--- config.mk ---
export PLATFORM = sky130hd
export DESIGN_NAME = router_ingress_arbiter
export DESIGN_NICKNAME = d
export VERILOG_FILES = /design/src/rtl/router_ingress_arbiter.sv
export SDC_FILE = /design/constraint.sdc
export NUM_CORES = 1
export LEC_CHECK = 0
export BUFFER_PORTS_ARGS = -buffer_cell sky130_fd_sc_hd__buf_2
export CAP_MARGIN = 20
export CORE_ASPECT_RATIO = 2
export CORE_UTILIZATION = 33
export DETAILED_ROUTE_END_ITERATION = 16
export GPL_ROUTABILITY_DRIVEN = 0
export PLACE_DENSITY = 0.52
export SLEW_MARGIN = 20
export SYNTH_ARGS = -nofsm -noshare
export SYNTH_HDL_FRONTEND = slang
export SYNTH_SLANG_ARGS = --single-unit
--- constraint.sdc ---
create_clock -name clk -period 3.16 [get_ports clk]
set_input_delay 0.158 -clock clk [delete_from_list [all_inputs] [get_ports clk]]
set_output_delay 0.158 -clock clk [all_outputs]
set_load 0.01 [all_outputs]
--- src/rtl/router_ingress_arbiter.sv ---
// Round-robin arbiter sharing the router ingress port among three packet sources.
// Grants one source per packet, frames it from the header length and drops address-3 packets.
module router_ingress_arbiter #(
  parameter int DW = 8
) (
  input  logic          clk,
  input  logic          reset,
  input  logic [2:0]    src_req,
  input  logic [DW-1:0] src_data_0,
  input  logic [DW-1:0] src_data_1,
  input  logic [DW-1:0] src_data_2,
  output logic [2:0]    src_ack,
  output logic [2:0]    src_abort,
  output logic [2:0]    grant,
  output logic          rtr_pkt_valid,
  output logic [DW-1:0] rtr_data,
  input  logic          rtr_busy,
  input  logic          rtr_abort,
  output logic [7:0]    drop_cnt
);

  typedef enum logic [2:0] {ARB, HDR, PLD, PAR, DROP} state_t;

  state_t        state, state_n;
  logic [2:0]    grant_n;
  logic [1:0]    last, last_n;
  logic [6:0]    len_cnt, len_n;
  logic [7:0]    drop_n;
  logic [2:0]    win;
  logic [1:0]    gidx;
  logic [DW-1:0] cur;
  logic          ack, abort, in_pkt, hdr_drop;

  always_comb begin
    gidx = 2'd0;
    cur  = '0;
    case (grant)
      3'b001: begin gidx = 2'd0; cur = src_data_0; end
      3'b010: begin gidx = 2'd1; cur = src_data_1; end
      3'b100: begin gidx = 2'd2; cur = src_data_2; end
      default: begin gidx = 2'd0; cur = '0; end
    endcase
  end

  // Search starts at the source after the last one served, wrapping 0,1,2.
  always_comb begin
    win = '0;
    case (last)
      2'd0:    if (src_req[1]) win = 3'b010; else if (src_req[2]) win = 3'b100; else if (src_req[0]) win = 3'b001;
      2'd1:    if (src_req[2]) win = 3'b100; else if (src_req[0]) win = 3'b001; else if (src_req[1]) win = 3'b010;
      default: if (src_req[0]) win = 3'b001; else if (src_req[1]) win = 3'b010; else if (src_req[2]) win = 3'b100;
    endcase
  end

  assign in_pkt   = (state == HDR) || (state == PLD) || (state == PAR);
  assign hdr_drop = (state == HDR) && (cur[1:0] == 2'b11);

  always_comb begin
    state_n = state;
    grant_n = grant;
    last_n  = last;
    len_n   = len_cnt;
    drop_n  = drop_cnt;
    ack     = 1'b0;
    abort   = 1'b0;
    case (state)
      ARB: begin
        if (win != '0) begin
          grant_n = win;
          state_n = HDR;
        end
      end
      HDR: begin
        if (rtr_abort) begin
          abort = 1'b1;
        end else if (hdr_drop) begin
          ack     = 1'b1;
          len_n   = {1'b0, cur[7:2]} + 7'd1;
          state_n = DROP;
        end else if (!rtr_busy) begin
          ack     = 1'b1;
          len_n   = {1'b0, cur[7:2]};
          state_n = (cur[7:2] != 6'd0) ? PLD : PAR;
        end
      end
      PLD: begin
        if (rtr_abort) begin
          abort = 1'b1;
        end else if (!rtr_busy) begin
          ack   = 1'b1;
          len_n = len_cnt - 7'd1;
          if (len_cnt == 7'd1) state_n = PAR;
        end
      end
      PAR: begin
        if (rtr_abort) begin
          abort = 1'b1;
        end else if (!rtr_busy) begin
          ack     = 1'b1;
          state_n = ARB;
          grant_n = '0;
          last_n  = gidx;
        end
      end
      DROP: begin
        ack   = 1'b1;
        len_n = len_cnt - 7'd1;
        if (len_cnt == 7'd1) begin
          if (drop_cnt != 8'hFF) drop_n = drop_cnt + 8'd1;
          state_n = ARB;
          grant_n = '0;
          last_n  = gidx;
        end
      end
      default: state_n = ARB;
    endcase
    if (abort) begin
      state_n = ARB;
      grant_n = '0;
      last_n  = gidx;
    end
  end

  always_ff @(posedge clk) begin
    if (!reset) begin
      state    <= ARB;
      grant    <= '0;
      last     <= 2'd2;
      len_cnt  <= '0;
      drop_cnt <= '0;
    end else begin
      state    <= state_n;
      grant    <= grant_n;
      last     <= last_n;
      len_cnt  <= len_n;
      drop_cnt <= drop_n;
    end
  end

  assign src_ack       = ack ? grant : 3'b000;
  assign src_abort     = abort ? grant : 3'b000;
  assign rtr_data      = in_pkt ? cur : '0;
  assign rtr_pkt_valid = ((state == HDR) && !hdr_drop) || (state == PLD);

endmodule

Yosys cells after proc, flatten, opt, wreduce, memory -nomap -nowiden
Index checks and enable logic that the tools add are counted.
- register bits: 23
- bits in latches: 0
- RAM bits: 0
- memory bits (read-only): 0
- input bits: 31
- memories kept: 0
- add/subtract/negate cells: 3
- $mul: 0
- div/mod/pow operators: 0
- $lt $le $gt $ge: 0
- equal/unequal tests: 23
- shift operators: 0
- multiplexer cells: 47
- bitwise operators: 1
- reduce and logical (&&, ||, !) cells: 21
- operators with widths (kind ; count):
    3-bit 2-to-1 mux ; 19
    7-bit 2-to-1 mux ; 5
    8-bit case mux with 3 select lines ; 1
    7-bit case mux with 3 select lines ; 1
    3-bit case mux with 5 select lines ; 1
    2-bit != test, second input constant ; 7
    2-bit 2-to-1 mux ; 6
    3-bit != test, second input constant ; 4
    3-bit nonzero test ; 4
    5-bit AND reduction ; 2
    3-bit by 2-bit equality test with 1-bit output, second input constant ; 3
    3-bit case mux with 3 select lines ; 1
    9-bit AND reduction ; 1
    8-bit by 1-bit adder with 8-bit output, second input constant ; 1
    1-bit 2-to-1 mux ; 8
    8-bit 2-to-1 mux ; 1
    8-bit != test, second input constant ; 1
    2-bit case mux with 2 select lines ; 2
    6-bit by 1-bit adder with 7-bit output, second input constant ; 1
    7-bit by 1-bit equality test with 1-bit output, second input constant ; 1
    7-bit by 1-bit subtractor with 7-bit output, second input constant ; 1
    3-bit by 1-bit equality test with 1-bit output, second input constant ; 2
    3-bit equality test, second input constant ; 2
    3-bit case mux with 2 select lines ; 1
    other kinds (15) ; 19

Logic depth before layout (Yosys ltp)
- depth after elaboration: 8
- depth in mapped cells: 10

Worst setup path after synthesis
OpenSTA, ideal clock, no wires.
- path kind: register to register
- from: register grant[2]
- to: register len_cnt[1]
- library setup time: 122 ps
- data arrival time: 2123 ps
- required time: 3038 ps
- setup slack: 915 ps
- stages on the path, launching flop included: 8
- path buffers: 1
- clock period less this slack: 2245 ps
- cells stage by stage: dfxtp_1 -> buf_6 -> nor2_2 -> a221oi_1 -> ha_1 -> mux2_2 -> a21oi_1 -> a21oi_1
- cells in the longest elaborated chain, start to end: 7
- RTL lines (item ; line ; RTL):
    start, declared ; 14 ; output logic [2:0] grant,
    start signal, assigned ; 133 ; grant <= grant_n;
    3-bit equality test, or another cell as far along ; 37 ; case (grant)
    8-bit case mux with 3 select lines (*) ; 37 ;
    parallel branches: the longest is 5 deep, another holds 6-bit by 1-bit adder with 7-bit output ; n/a ;
    end signal, assigned ; 135 ; len_cnt <= len_n;
    end, declared ; 27 ; logic [6:0] len_cnt, len_n;
Every way passes the cells marked *. The select of a mux whose other input is x is not followed.
A chain may end at the register's enable or synchronous reset.

Final worst setup path
- from: register grant[1]
- to: output rtr_pkt_valid
- cells in the longest elaborated chain, start to end: 7
- RTL lines (item ; line ; RTL):
    3-bit equality test, or another cell as far along ; 37 ;
    8-bit case mux with 3 select lines (*) ; 37 ;
    2-bit equality test (*) ; 56 ; assign hdr_drop = (state == HDR) && (cur[1:0] == 2'b11);
    1-bit logical AND (*) ; 56 ;
    1-bit zero test (*) ; 143 ; assign rtr_pkt_valid = ((state == HDR) && !hdr_drop) || (state == PLD);
    1-bit logical AND (*) ; 143 ;
    1-bit logical OR (*) ; 143 ;
    end, declared ; 15 ; output logic rtr_pkt_valid,
Every way passes the cells marked *; elsewhere a longest branch is shown, timed or not.

==> impl_metrics.csv <==
group,metric,value,unit
power_and_ir_drop,powerDensity,682.5,nW/um^2
critical_path,cp.arrival,2.55,ns
power_and_ir_drop,max-vdd-ir-drop,0.0003082,V
floorplan,start_util,34.00,%
critical_path,max_stage_delay,0.53,ns
grt,busiest_layer,"met2",
power_and_ir_drop,power.internal,0.0008814,W
clock_network,cts_made_buffers,3,
critical_path,cp_cell_sequence,"buf_4 -> and4bb_2 -> a221oi_2 -> or2_2 -> nand3_1 -> a21oi_1 -> buf_2",
clock_network,ctsRootBufferMaster,"clkbuf_16",
power_and_ir_drop,pwr-share-comb,53.7,%
logic_synthesis,synthTopCellsByArea,"dfxtp_1, nor2_1, mux2i_1",
grt,grtUsageTotal,18.91,%
sta,setup_viol,0,
power_and_ir_drop,leakagePower,1.051,nW
floorplan,ioPinCount,57,
min_path,hp-class,"primary input to register",
run_status,status,"complete, no violations",
finish,drive_gt1_share,27.36,%
critical_path,r2r_setup_slack,0.55,ns
sta,worst_slew_pin_slew,1.018,ns
logic_synthesis,async_flop_share,0,%
floorplan,dieHeight,110.0,microns
power_and_ir_drop,switching_share,44.51,%
logic_synthesis,synthCells,245,
sta,hold_violations,0,
detailed_routing,wirelength,5.676,mm
power_and_ir_drop,p_switching,0.0007068,W
grt,globalRouteMet1Util,18.84,%
floorplan,die_area,6159,sq um
clock_network,cts_tree,"done",
finish,nNetsFinal,333,
logic_synthesis,syn_nets,281,
detailed_routing,drc,0,
grt,antenna_found_initial,0,
critical_path,worstPathMaxFanout,15,
clock_network,cts_hold_buf,0,
grt,grt_use_met2,39.29,%
critical_path,required,3.00,ns
min_path,whs_endpoint,"last[1]$_SDFFE_PN1P_",
logic_synthesis,ys.warnings.count,0,
logic_synthesis,synth_ff_type,"dfxtp_1",
sta,rsz0062_at_grt,"false",
logic_synthesis,yosysSeqAreaShare,23.93,%
logic_synthesis,yosys.cell_types.count,57,
grt,grt_util_met3,2.567,%
grt,gr-total-overflow,0,
place,io_buffers,56,
clock_network,cts_sinks,23,
floorplan,core,5660,sq um
clock_network,htree_levels,1,
detailed_routing,vias_per_cell,5.622,
finish,multiInputGateArea,1381,sq um
detailed_routing,postRouteAntennaNets,0,
critical_path,worstReg2RegEnd,"len_cnt[2]$_SDFFE_PN0P_",
critical_path,slowest_stage,"a221oi_2",
critical_path,worst_setup_path_end_kind,"output pin",
run,cap_viol_max_count,0,
detailed_routing,dr.pass1.iters,4,
logic_synthesis,synth_area,1924,sq um
critical_path,startpoint_type,"register",
power_and_ir_drop,seq_power_share,28.5,%
finish,syn_to_final_growth,20.94,%
grt,grt_pass1_wl,9.301,mm
place,dpl.hpwl,4.511,mm
detailed_routing,drt_iter0_drc,43,
sta,skew,0.006069,ns
power_and_ir_drop,clock_power_share,17.8,%
grt,grt_max_degree,16,
clock_network,path_clk_slew,0.07,ns
finish,regArea,460.4,sq um
min_path,hold_path_depth,2,
min_path,hold_start,"reset",
grt,grt_pass1_vias,1920,
finish,n_fill_cell,614,
sta,max_freq,368.6,MHz
finish,n_antenna_cell,0,
logic_synthesis,syn_avg_cell_area,7.854,sq um
logic_synthesis,synth_top_cell_by_area,"dfxtp_1",
detailed_routing,wire_per_inst,15.90,microns
floorplan,row_count,39,
clock_network,cts_max_path_buffers,2,
critical_path,reg2reg_from,"grant[0]$_SDFFE_PP0P_",
sta,slew_viol_final,0,
logic_synthesis,synth.top_cell.area_share,23.93,%
clock_network,cts_setup_buffers,0,
logic_synthesis,synth_seq_cells,23,
finish,post-route-util,41.11,%
detailed_routing,via_count,2007,
critical_path,reg2reg_depth,9,
clock_network,clock_insertion_delay_worst_skew,0.26,ns
sta,timing.slew.headroom,32.12,%
sta,setup_tns,0,ns
critical_path,crit_type,"register to output pin",
sta,min_period,2.713,ns
sta,fin_crit_sh,85.85,%
floorplan,die_w,56.00,microns
logic_synthesis,synth_edf_count,0,
clock_network,cts_resized,0,
[worst max-delay path by stage]
stage	startpoint	slack, ns	to
after floorplan	grant[2]$_SDFFE_PP0P_	0.91	len_cnt[1]$_SDFFE_PN0P_
after global placement	grant[0]$_SDFFE_PP0P_	0.63	len_cnt[5]$_SDFFE_PN0P_
after detailed placement	grant[0]$_SDFFE_PP0P_	0.55	len_cnt[2]$_SDFFE_PN0P_
after CTS	grant[1]$_SDFFE_PP0P_	0.42	rtr_pkt_valid
after global routing	grant[0]$_SDFFE_PP0P_	0.28	len_cnt[2]$_SDFFE_PN0P_
final	grant[1]$_SDFFE_PP0P_	0.45	rtr_pkt_valid
[critical path: cells and delay by family (launching register included)]
family	cells	cell delay, ns
flops	1	0.52
buf+inv	2	0.43
compound gates	2	0.75
simple gates	3	0.59
[per-layer routing]
| metal | part of all wire (%) | routed length (microns) | vias to the layer above |
|---|---|---|---|
| li1 | - | - | 1002 |
| met1 | 37 | 2126 | 948 |
| met2 | 58 | 3269 | 51 |
| met3 | 3.6 | 206 | 6 |
| met4 | 1.3 | 74 | 0 |
| met5 | 0 | 0 | - |
[power groups by stage]
stage	Sequential, W	Clock, W	Combinational (W)
after floorplan	0.000411	0	0.000670
after global placement	0.000454	0	0.000850
after detailed placement	0.000456	0	0.000854
after CTS	0.000450	0.000290	0.000859
after global routing	0.000464	0.000303	0.000943
final	0.000452	0.000283	0.000853
[synth_stat cells (3+ instances only)]
cell type  instances
a221oi_1           5
xnor2_1            5
a21oi_1           11
dfxtp_1           23
nand2_1           18
mux2i_1            7
clkbuf_1           8
a31oi_1            4
and3_1             7
nand3_1            6
a221oi_2           4
xor2_1             7
nor2_1            35
o22ai_1            3
nor3_1             3
buf_2              3
o21ai_0           10
inv_1              7
nand4_1            5
nor2b_1            9
and4bb_2           4
and2_1             9
nand2b_1           3
ha_1               5
or3_1              3
[per-stage QoR]
stage / instance area [sq um] / total power [W] / cells / worst slack [ns] / hold slack [ns]
3_3_place_gp: 2247 / 0.001304 / 353 / 0.6311 / 0.4361
6_report: 2327 / 0.001588 / 357 / 0.4472 / 0.1739
5_1_grt: 2327 / 0.001710 / 357 / 0.2765 / 0.1739
3_5_place_dp: 2247 / 0.001310 / 353 / 0.5505 / 0.4382
4_1_cts: 2327 / 0.001599 / 357 / 0.4237 / 0.1679
2_1_floorplan: 1924 / 0.001081 / 245 / 0.9149 / 0.2298
[sequential cells by signal, indices dropped and copies added (netlist names)]
signal    flops
drop_cnt      8
state         3
last          2
len_cnt       7
grant         3
[layout make-up]
type | instances | area share, %
Timing Repair Buffer | 59 | 13.01
Clock inverter | 1 | 0.2151
Multi-Input combinational cell | 203 | 59.35
Clock buffer | 3 | 3.226
Tap cell | 61 | 3.280
Inverter | 7 | 1.129
Sequential cell | 23 | 19.78
[cell usage in the layout, fill, tap and decap left out, types with 2 or more instances in the layout]
cell,count
buf_2,56
nor2_1,35
dfxtp_1,23
nand2_1,18
a21oi_1,11
o21ai_0,10
and2_1,9
nor2b_1,9
inv_1,7
and3_1,7
xor2_1,7
mux2i_1,7
nand3_1,6
a221oi_1,5
xnor2_1,5
nand4_1,5
ha_1,5
and4bb_2,4
a221oi_2,4
a31oi_1,4
nand2b_1,3
or3_1,3
nor3_1,3
o22ai_1,3
clkbuf_16,3
buf_4,3
and4bb_1,2
or2_2,2
nor4bb_1,2
o21a_1,2
o211ai_1,2
a21o_1,2
nor4_1,2
a32o_1,2
or4_1,2
[cell families after synthesis]
kind of cell             count (synthesis)  share of synthesized area (%)
adder cells (fa/ha/maj)                  5                          3.251
buffers and inverters                   19                          4.291
flip-flops                              23                          23.93
AND/OR/NAND/NOR                        122                          37.00
multiplexers                             8                          4.226
AO/OA/AOI/OAI                           56                          21.85
XOR/XNOR                                12                          5.462
(Power assumes the default switching activity.)
